## config.mk

```make
export PLATFORM = sky130hd
export DESIGN_NAME = jtdsp16_loop_cache
export DESIGN_NICKNAME = d
export VERILOG_FILES = /design/src/rtl/jtdsp16_loop_cache.sv
export SDC_FILE = /design/constraint.sdc
export NUM_CORES = 1
export LEC_CHECK = 0
export CAP_MARGIN = 5
export CORE_ASPECT_RATIO = 1.5
export CORE_MARGIN = 3
export CORE_UTILIZATION = 25
export DETAILED_ROUTE_END_ITERATION = 8
export GPL_ROUTABILITY_DRIVEN = 0
export PLACE_DENSITY = 0.5
export SYNTH_ARGS = -nofsm -noshare
export SYNTH_HDL_FRONTEND = slang
export SYNTH_SLANG_ARGS = --single-unit
```

## constraint.sdc

```tcl
create_clock -name clk -period 5.2 [get_ports clk]
set_input_delay 0.78 -clock clk [delete_from_list [all_inputs] [get_ports clk]]
set_output_delay 0.78 -clock clk [all_outputs]
set_load 0.02 [all_outputs]
```

## src/rtl/jtdsp16_loop_cache.sv

```systemverilog
// Instruction loop cache for the DSP16 "do K" / "redo K" loops: first pass fills from ROM, later passes replay locally.
// Optional feature: define JTDSP16_REDO_EN to accept "redo K"; otherwise redo/redo_k are ignored.
module jtdsp16_loop_cache #(
   parameter int DW    = 16,
   parameter int AW    = 12,
   parameter int DEPTH = 15,
   parameter int NIW   = 4,
   parameter int KW    = 7
) (
   input  logic          clk,
   input  logic          rst,
   input  logic          cen,
   input  logic          do_start,
   input  logic [NIW-1:0] do_ni,
   input  logic [KW-1:0] do_k,
   input  logic          redo,
   input  logic [KW-1:0] redo_k,
   input  logic [AW-1:0] pc_in,
   input  logic          adv,
   input  logic [DW-1:0] rom_dout,
   input  logic          abort,
   output logic [DW-1:0] cache_dout,
   output logic          cache_hit,
   output logic          busy,
   output logic          done,
   output logic [AW-1:0] resume_pc,
   output logic          err
);

`ifdef JTDSP16_REDO_EN
   localparam bit REDO_ON = 1'b1;
`else
   localparam bit REDO_ON = 1'b0;
`endif

   localparam int             AIW     = $clog2(DEPTH);
   localparam logic [NIW-1:0] DEPTH_N = NIW'(DEPTH);

   typedef enum logic [1:0] {IDLE, FILL, REPLAY} state_t;

   state_t         state;
   logic [NIW-1:0] ni;
   logic [NIW-1:0] wr_ptr;
   logic [NIW-1:0] rd_ptr;
   logic [KW-1:0]  count;
   logic           cache_valid;
   logic [DW-1:0]  mem [DEPTH];

   logic redo_cmd;
   logic last_word_w;
   logic last_word_r;
   logic last_pass;

   // Handshake: adv is the consume strobe from the controller. A word offered
   // (rom_dout in FILL, cache_dout in REPLAY) counts as taken only on a cycle
   // with cen=1 and adv=1; with adv=0 the offer simply stays in place.
   assign redo_cmd    = REDO_ON && redo;
   assign last_word_w = (wr_ptr == ni - 1'b1);
   assign last_word_r = (rd_ptr == ni - 1'b1);
   assign last_pass   = (count == KW'(1));

   assign busy       = (state != IDLE);
   assign cache_hit  = (state == REPLAY);
   assign cache_dout = cache_hit ? mem[rd_ptr[AIW-1:0]] : '0;

   always_ff @(posedge clk) begin
      if (cen && !abort && state == FILL && adv)
         mem[wr_ptr[AIW-1:0]] <= rom_dout;
   end

   always_ff @(posedge clk or negedge rst) begin
      if (!rst) begin
         state       <= IDLE;
         ni          <= '0;
         wr_ptr      <= '0;
         rd_ptr      <= '0;
         count       <= '0;
         cache_valid <= 1'b0;
         resume_pc   <= '0;
         done        <= 1'b0;
         err         <= 1'b0;
      end else if (cen) begin
         done <= 1'b0;
         err  <= 1'b0;
         if (abort) begin
            state       <= IDLE;
            cache_valid <= 1'b0;
            count       <= '0;
         end else begin
            // Commands arriving mid-loop are refused but the loop keeps consuming words.
            if ((do_start || redo_cmd) && state != IDLE)
               err <= 1'b1;
            case (state)
               IDLE: begin
                  if (do_start) begin
                     if (do_ni == '0 || do_ni > DEPTH_N || do_k == '0) begin
                        err <= 1'b1;
                     end else begin
                        ni          <= do_ni;
                        count       <= do_k;
                        wr_ptr      <= '0;
                        cache_valid <= 1'b0;
                        resume_pc   <= pc_in + AW'(do_ni);
                        state       <= FILL;
                     end
                  end else if (redo_cmd) begin
                     if (!cache_valid || redo_k == '0) begin
                        err <= 1'b1;
                     end else begin
                        count  <= redo_k;
                        rd_ptr <= '0;
                        state  <= REPLAY;
                     end
                  end
               end
               FILL: begin
                  if (adv) begin
                     wr_ptr <= wr_ptr + 1'b1;
                     if (last_word_w) begin
                        count       <= count - 1'b1;
                        cache_valid <= REDO_ON;
                        rd_ptr      <= '0;
                        if (last_pass) begin
                           done  <= 1'b1;
                           state <= IDLE;
                        end else begin
                           state <= REPLAY;
                        end
                     end
                  end
               end
               REPLAY: begin
                  if (adv) begin
                     if (last_word_r) begin
                        rd_ptr <= '0;
                        count  <= count - 1'b1;
                        if (last_pass) begin
                           done  <= 1'b1;
                           state <= IDLE;
                        end
                     end else begin
                        rd_ptr <= rd_ptr + 1'b1;
                     end
                  end
               end
               default: state <= IDLE;
            endcase
         end
      end
   end

endmodule

```

### Yosys cells after proc, flatten, opt, wreduce, memory -nomap -nowiden

Memory sizes are Yosys's and may differ from the RTL's.
Index checks and enable logic that the tools add are counted.

| storage, ports and cells | value |
|---|---|
| logic and storage cells | 95 |
| bits in read-only memories | 0 |
| register bits after elaboration | 35 |
| input bits | 53 |
| output and inout port bits | 32 |
| memories | 1 |
| bits in writable memories | 240 |
| bits in latches | 0 |

Memories:

| memory | depth | width | rd ports | clocked after Yosys merged registers in | write ports | RTL line | RTL |
|---|---|---|---|---|---|---|---|
| mem | 15 | 16 | 1 | 0 | 1 | 47 | `logic [DW-1:0] mem [DEPTH];` |

| cells by class | value |
|---|---|
| order comparisons | 1 |
| reduce and logical (&&, ||, !) cells | 19 |
| $add $sub $neg | 5 |
| div/mod/pow operators | 0 |
| bitwise operators | 2 |
| $mul | 0 |
| mux-type cells | 42 |
| shift operators | 0 |
| equality and inequality tests | 17 |

Operators by type and width:

| operator | number |
|---|---|
| two-way mux 7 bit | 7 |
| two-way mux 4 bit | 7 |
| one-hot mux 7 bit (3 select lines) | 1 |
| two-way mux 2 bit | 9 |
| two-way mux 16 bit | 1 |
| one-hot mux 4 bit (2 select lines) | 2 |
| AND reduction 8 bit | 2 |
| inequality test 3 bit, second input constant | 5 |
| two-way mux 1 bit | 13 |
| adder 12 x 4 -> 12 bit | 1 |
| AND reduction 6 bit | 2 |
| inequality test 2 bit, second input constant | 5 |
| adder 4 x 1 -> 4 bit, second input constant | 2 |
| == test 4 bit | 2 |
| == test 7 x 1 -> 1 bit, second input constant | 1 |
| zero test 7 bit | 1 |
| subtractor 7 x 1 -> 7 bit, second input constant | 1 |
| inequality test 3 x 2 -> 1 bit, second input constant | 2 |
| one-hot mux 2 bit (3 select lines) | 1 |
| nonzero test 2 bit | 3 |
| AND reduction 5 bit | 1 |
| greater-than comparator 4 bit, second input constant | 1 |
| logical AND 1 bit | 4 |
| zero test 4 bit | 1 |
| other kinds (9) | 11 |

### Longest topological paths before layout

| logic depth | value |
|---|---|
| depth after elaboration | 7 |
| gate-level depth with buffers | 9 |
| depth with buffers taken out | 9 |

### Least setup slack after synthesis

No wires, ideal clock.

| timing | value |
|---|---|
| kind | reg2out |
| start point | register rd_ptr[0] |
| end point | output port cache_dout[10] |
| path buffers | 3 |
| setup slack | 2174 ps |
| stages on the path, launching flop included | 7 |
| data required time | 4420 ps |
| arrival | 2246 ps |
| path through | dfrtp_1 -> buf_2 -> buf_2 -> buf_2 -> mux4_2 -> mux4_2 -> and2_1 |

| between the ends | value |
|---|---|
| longest elaborated chain between the ends | 2 |

RTL lines:

| item | RTL line | RTL |
|---|---|---|
| start, declared | 44 | `logic [NIW-1:0] rd_ptr;` |
| start signal, assigned | 142 | `rd_ptr <= rd_ptr + 1'b1;` |
| memory read (15 x 16 bit) | n/a |  |
| two-way mux 16 bit | 64 | `assign cache_dout = cache_hit ? mem[rd_ptr[AIW-1:0]] : '0;` |
| end, declared | 22 | `output logic [DW-1:0] cache_dout,` |

No other way between the ends.

### Worst setup path after layout

| timing | value |
|---|---|
| start point | register rd_ptr[0] |
| end point | output port cache_dout[8] |

Same word-level chain as after synthesis.

==> flow_metrics.py <==
metrics = {
    "status": {
        "status": "complete, no violations",
    },
    "timing": {
        "fin_ws_ps": 911,
        "period_share_pct": 82.5,
        "fin_skew_ps": 13.3,
        "period_needed_ps": 4290,
        "slew_headroom_pct": 36.3,
        "slew_viol_final": 0,
        "max_freq_mhz": 233,
        "finalSetupTns_ps": 0,
        "hold_violations": 0,
        "setup_viol": 0,
        "worst_slew_pin_slew_ps": 951,
        "rsz0062_at_grt": "no",
    },
    "yosys": {
        "ys_seq_area_share_pct": 69.6,
        "synth_nets": 751,
        "synth_most_common_cell": "edfxtp_1",
        "ys_ff_latch": 275,
        "syn_area_sq_mm": 0.0116,
        "syn_avg_cell_area_sq_um": 17.0,
        "synth_ff_type": "edfxtp_1",
        "synth_warnings": 0,
        "synth.largest_area_cell": "edfxtp_1",
        "synth_common_cells": "240 x edfxtp_1, 64 x mux4_2, 62 x nand2_1",
        "synth_edf_count": 240,
        "synth_top_area_share_pct": 62.0,
        "synthTopCellsByArea": "edfxtp_1 62%, mux4_2 12%, dfrtp_1 7.5%, nand2_1 2.0%, mux2i_1 1.8%",
        "syn_inst": 682,
        "synth_cell_type_count": 53,
        "async_flop_share_pct": 12.7,
    },
    "clock_tree": {
        "cts_hold_repair.buffers": 0,
        "cts_tree": "built",
        "cts_setup_buffers": 0,
        "cts-root-buf": "clkbuf_16",
        "clkSinkCount": 275,
        "clockBufferDepth": 3,
        "htreeDepth": 1,
        "cts_resized": 0,
        "insertion_delay_ps": 540,
        "cts_made_buffers": 28,
        "clkTransAtPathRegs_ps": 70,
    },
    "setup_path": {
        "arrival_ps": 3510,
        "crit_family": "multiplexers",
        "worstSetupPathType": "reg2out",
        "startpoint_type": "flip-flop",
        "cp-end-kind": "output port",
        "r2r_setup_slack_ps": 2220,
        "crit_slowest_cell": "dfrtp_4",
        "crit_buf_inv": 2,
        "r2r-end": "count[0]",
        "rr_startpoint": "rd_ptr[1]",
        "path_cells": "buf_4 > mux4_2 > mux4_2 > and2_1 > clkdlybuf4s50_1",
        "cp_common_cell": "mux4_2",
        "path_max_fanout": 26,
        "cp_slowest_stage_delay_ps": 790,
        "required_ps": 4420,
        "reg2reg_depth": 6,
    },
    "place": {
        "place_ws_ps": 1280,
        "dp.final_hpwl_um": 16900,
        "port_buffers": 76,
    },
    "detailed_routing": {
        "drt_iter0_markers": 367,
        "drc": 0,
        "wl_um": 27100,
        "via_count": 6167,
        "route.detailed.wl_per_inst_um": 19.6,
        "firstDrtPassIters": 4,
        "antenna_left": 0,
        "vias_per_cell": 4.44,
    },
    "power_and_ir_drop": {
        "power.internal_mw": 4.24,
        "p_per_area_mw_per_mm2": 419,
        "ir_worst_vdd_mv": 0.218,
        "p_comb_share_pct": 22.3,
        "swShare_pct": 28.2,
        "leakagePower_nw": 4.59,
        "pwr-share-seq_pct": 46.0,
        "p_clk_share_pct": 31.7,
        "p_sw_mw": 1.67,
    },
    "worst_hold_path": {
        "hold_path_class": "in2async",
    },
    "grt": {
        "track_usage_pct": 11.0,
        "grt_antenna_before_repair": 3,
        "grt_max_degree": 60,
        "grt_overflow_total": 0,
        "grt_pass1_wl_um": 41600,
        "grt_pass1_vias": 6839,
    },
    "die": {
        "ios": 85,
        "core_area_sq_mm": 0.0459,
        "die_h_um": 270,
        "rows": 96,
        "dieArea_sq_mm": 0.0492,
        "fp.dieW_um": 182,
        "initial_utilization_pct": 25.3,
    },
    "final_layout": {
        "areaGrowthSynthToFinish_pct": 21.2,
        "n_fill_cell": 4519,
        "layout.nets": 849,
        "drive_gt1_share_pct": 18.5,
    },
    "run": {
        "maxCapViolCount": 0,
    },
}
[routing by layer]
metal  GRT usage (%)  wire length, um  part of all wire, %  up-vias
li1                -                -                    -     2863
met1            13.3            11100                   41     3136
met2            19.8            14200                   52      122
met3            1.97             1160                  4.3       44
met4            3.77              699                  2.6        2
met5               0               13                0.048        -
[worst max path at each step]
stage,start,endpoint,slack (ps),cells after the start
floorplan,rd_ptr[0],cache_dout[10],2170,6
global placement,cen,mem[1][15],1330,7
detailed placement,cen,mem[1][15],1280,7
CTS,rd_ptr[0],cache_dout[8],820,5
global route,rd_ptr[0],cache_dout[8],720,5
finish,rd_ptr[0],cache_dout[8],910,5
[worst register-to-register path: stages (launching register included)]
cell and delay (ps):
dfrtp_2 750, buf_12 360, xnor2_1 210, o41ai_4 730, nand4_4 240, or4_1 510, o211ai_1 90
[final cells by class]
type / count / area, sq um / area share [%]
Multi-Input combinational cell: 355 / 3380 / 24.0
Clock buffer: 33 / 741 / 5.26
Sequential cell: 275 / 8090 / 57.4
Timing Repair Buffer: 100 / 961 / 6.82
Clock inverter: 15 / 98.8 / 0.702
Antenna cell: 2 / 5.00 / 0.0355
Inverter: 20 / 75.1 / 0.533
Tap cell: 588 / 736 / 5.22
[state kept, by name (all words and copies together) (netlist names)]
register	count
resume_pc	12
done	1
mem	240
rd_ptr	4
ni	4
count	7
wr_ptr	4
err	1
state	2
[cell usage in the layout (no fill, tap or decap), types with 3 or more instances in the layout]
master             n
a21o_1             5
a21oi_1            3
a22o_1             5
and2_1            17
buf_4             22
clkbuf_1           4
clkbuf_16         29
clkdlybuf4s50_1   75
clkinv_1           8
clkinv_2           3
dfrtp_1           33
edfxtp_1         240
ha_1              15
inv_1             20
mux2i_1           21
mux4_2            64
nand2_1           62
nand2b_1           4
nand3_1           10
nand4_1            3
nor2_1            15
nor2_2            11
nor2b_1            5
nor3_1             6
nor3_2             4
o211ai_1           3
o21ai_0           41
or3_1              4
or4_1              4
xnor2_1           10
xor2_1             9
[power groups by stage]
stage | clock network [mW] | logic [mW] | registers, mW
6_report | 1.87 | 1.32 | 2.71
5_1_grt | 2.01 | 1.45 | 2.74
4_1_cts | 1.93 | 1.35 | 2.72
3_5_place_dp | 0 | 1.35 | 2.77
3_3_place_gp | 0 | 1.33 | 2.76
2_1_floorplan | 0 | 0.928 | 2.71
[cells by family (layout without fill, tap and decap cells)]
family	after synthesis	after routing	synth area share, %
flip-flops	275	275	69.6
adder cells (fa/ha/maj)	16	16	1.79
AND/OR/NAND/NOR	156	156	6.56
XOR/XNOR	21	21	1.77
other	0	2	0
multiplexers	86	86	14.3
buffers and inverters	52	168	1.74
AO/OA/AOI/OAI	76	76	4.29
[stage by stage]
stage               util (%)  std cells  hold WS, ps  power [mW]  instance area (sq um)
floorplan                  -        682          465        3.64                  11600
global placement        28.9       1338          464        4.09                  13200
detailed placement      28.9       1338          474        4.11                  13200
CTS                     30.7       1386          351        6.00                  14100
global route            30.7       1387          398        6.21                  14100
finish                  30.7       1388          343        5.90                  14100
(Power assumes the default switching activity.)
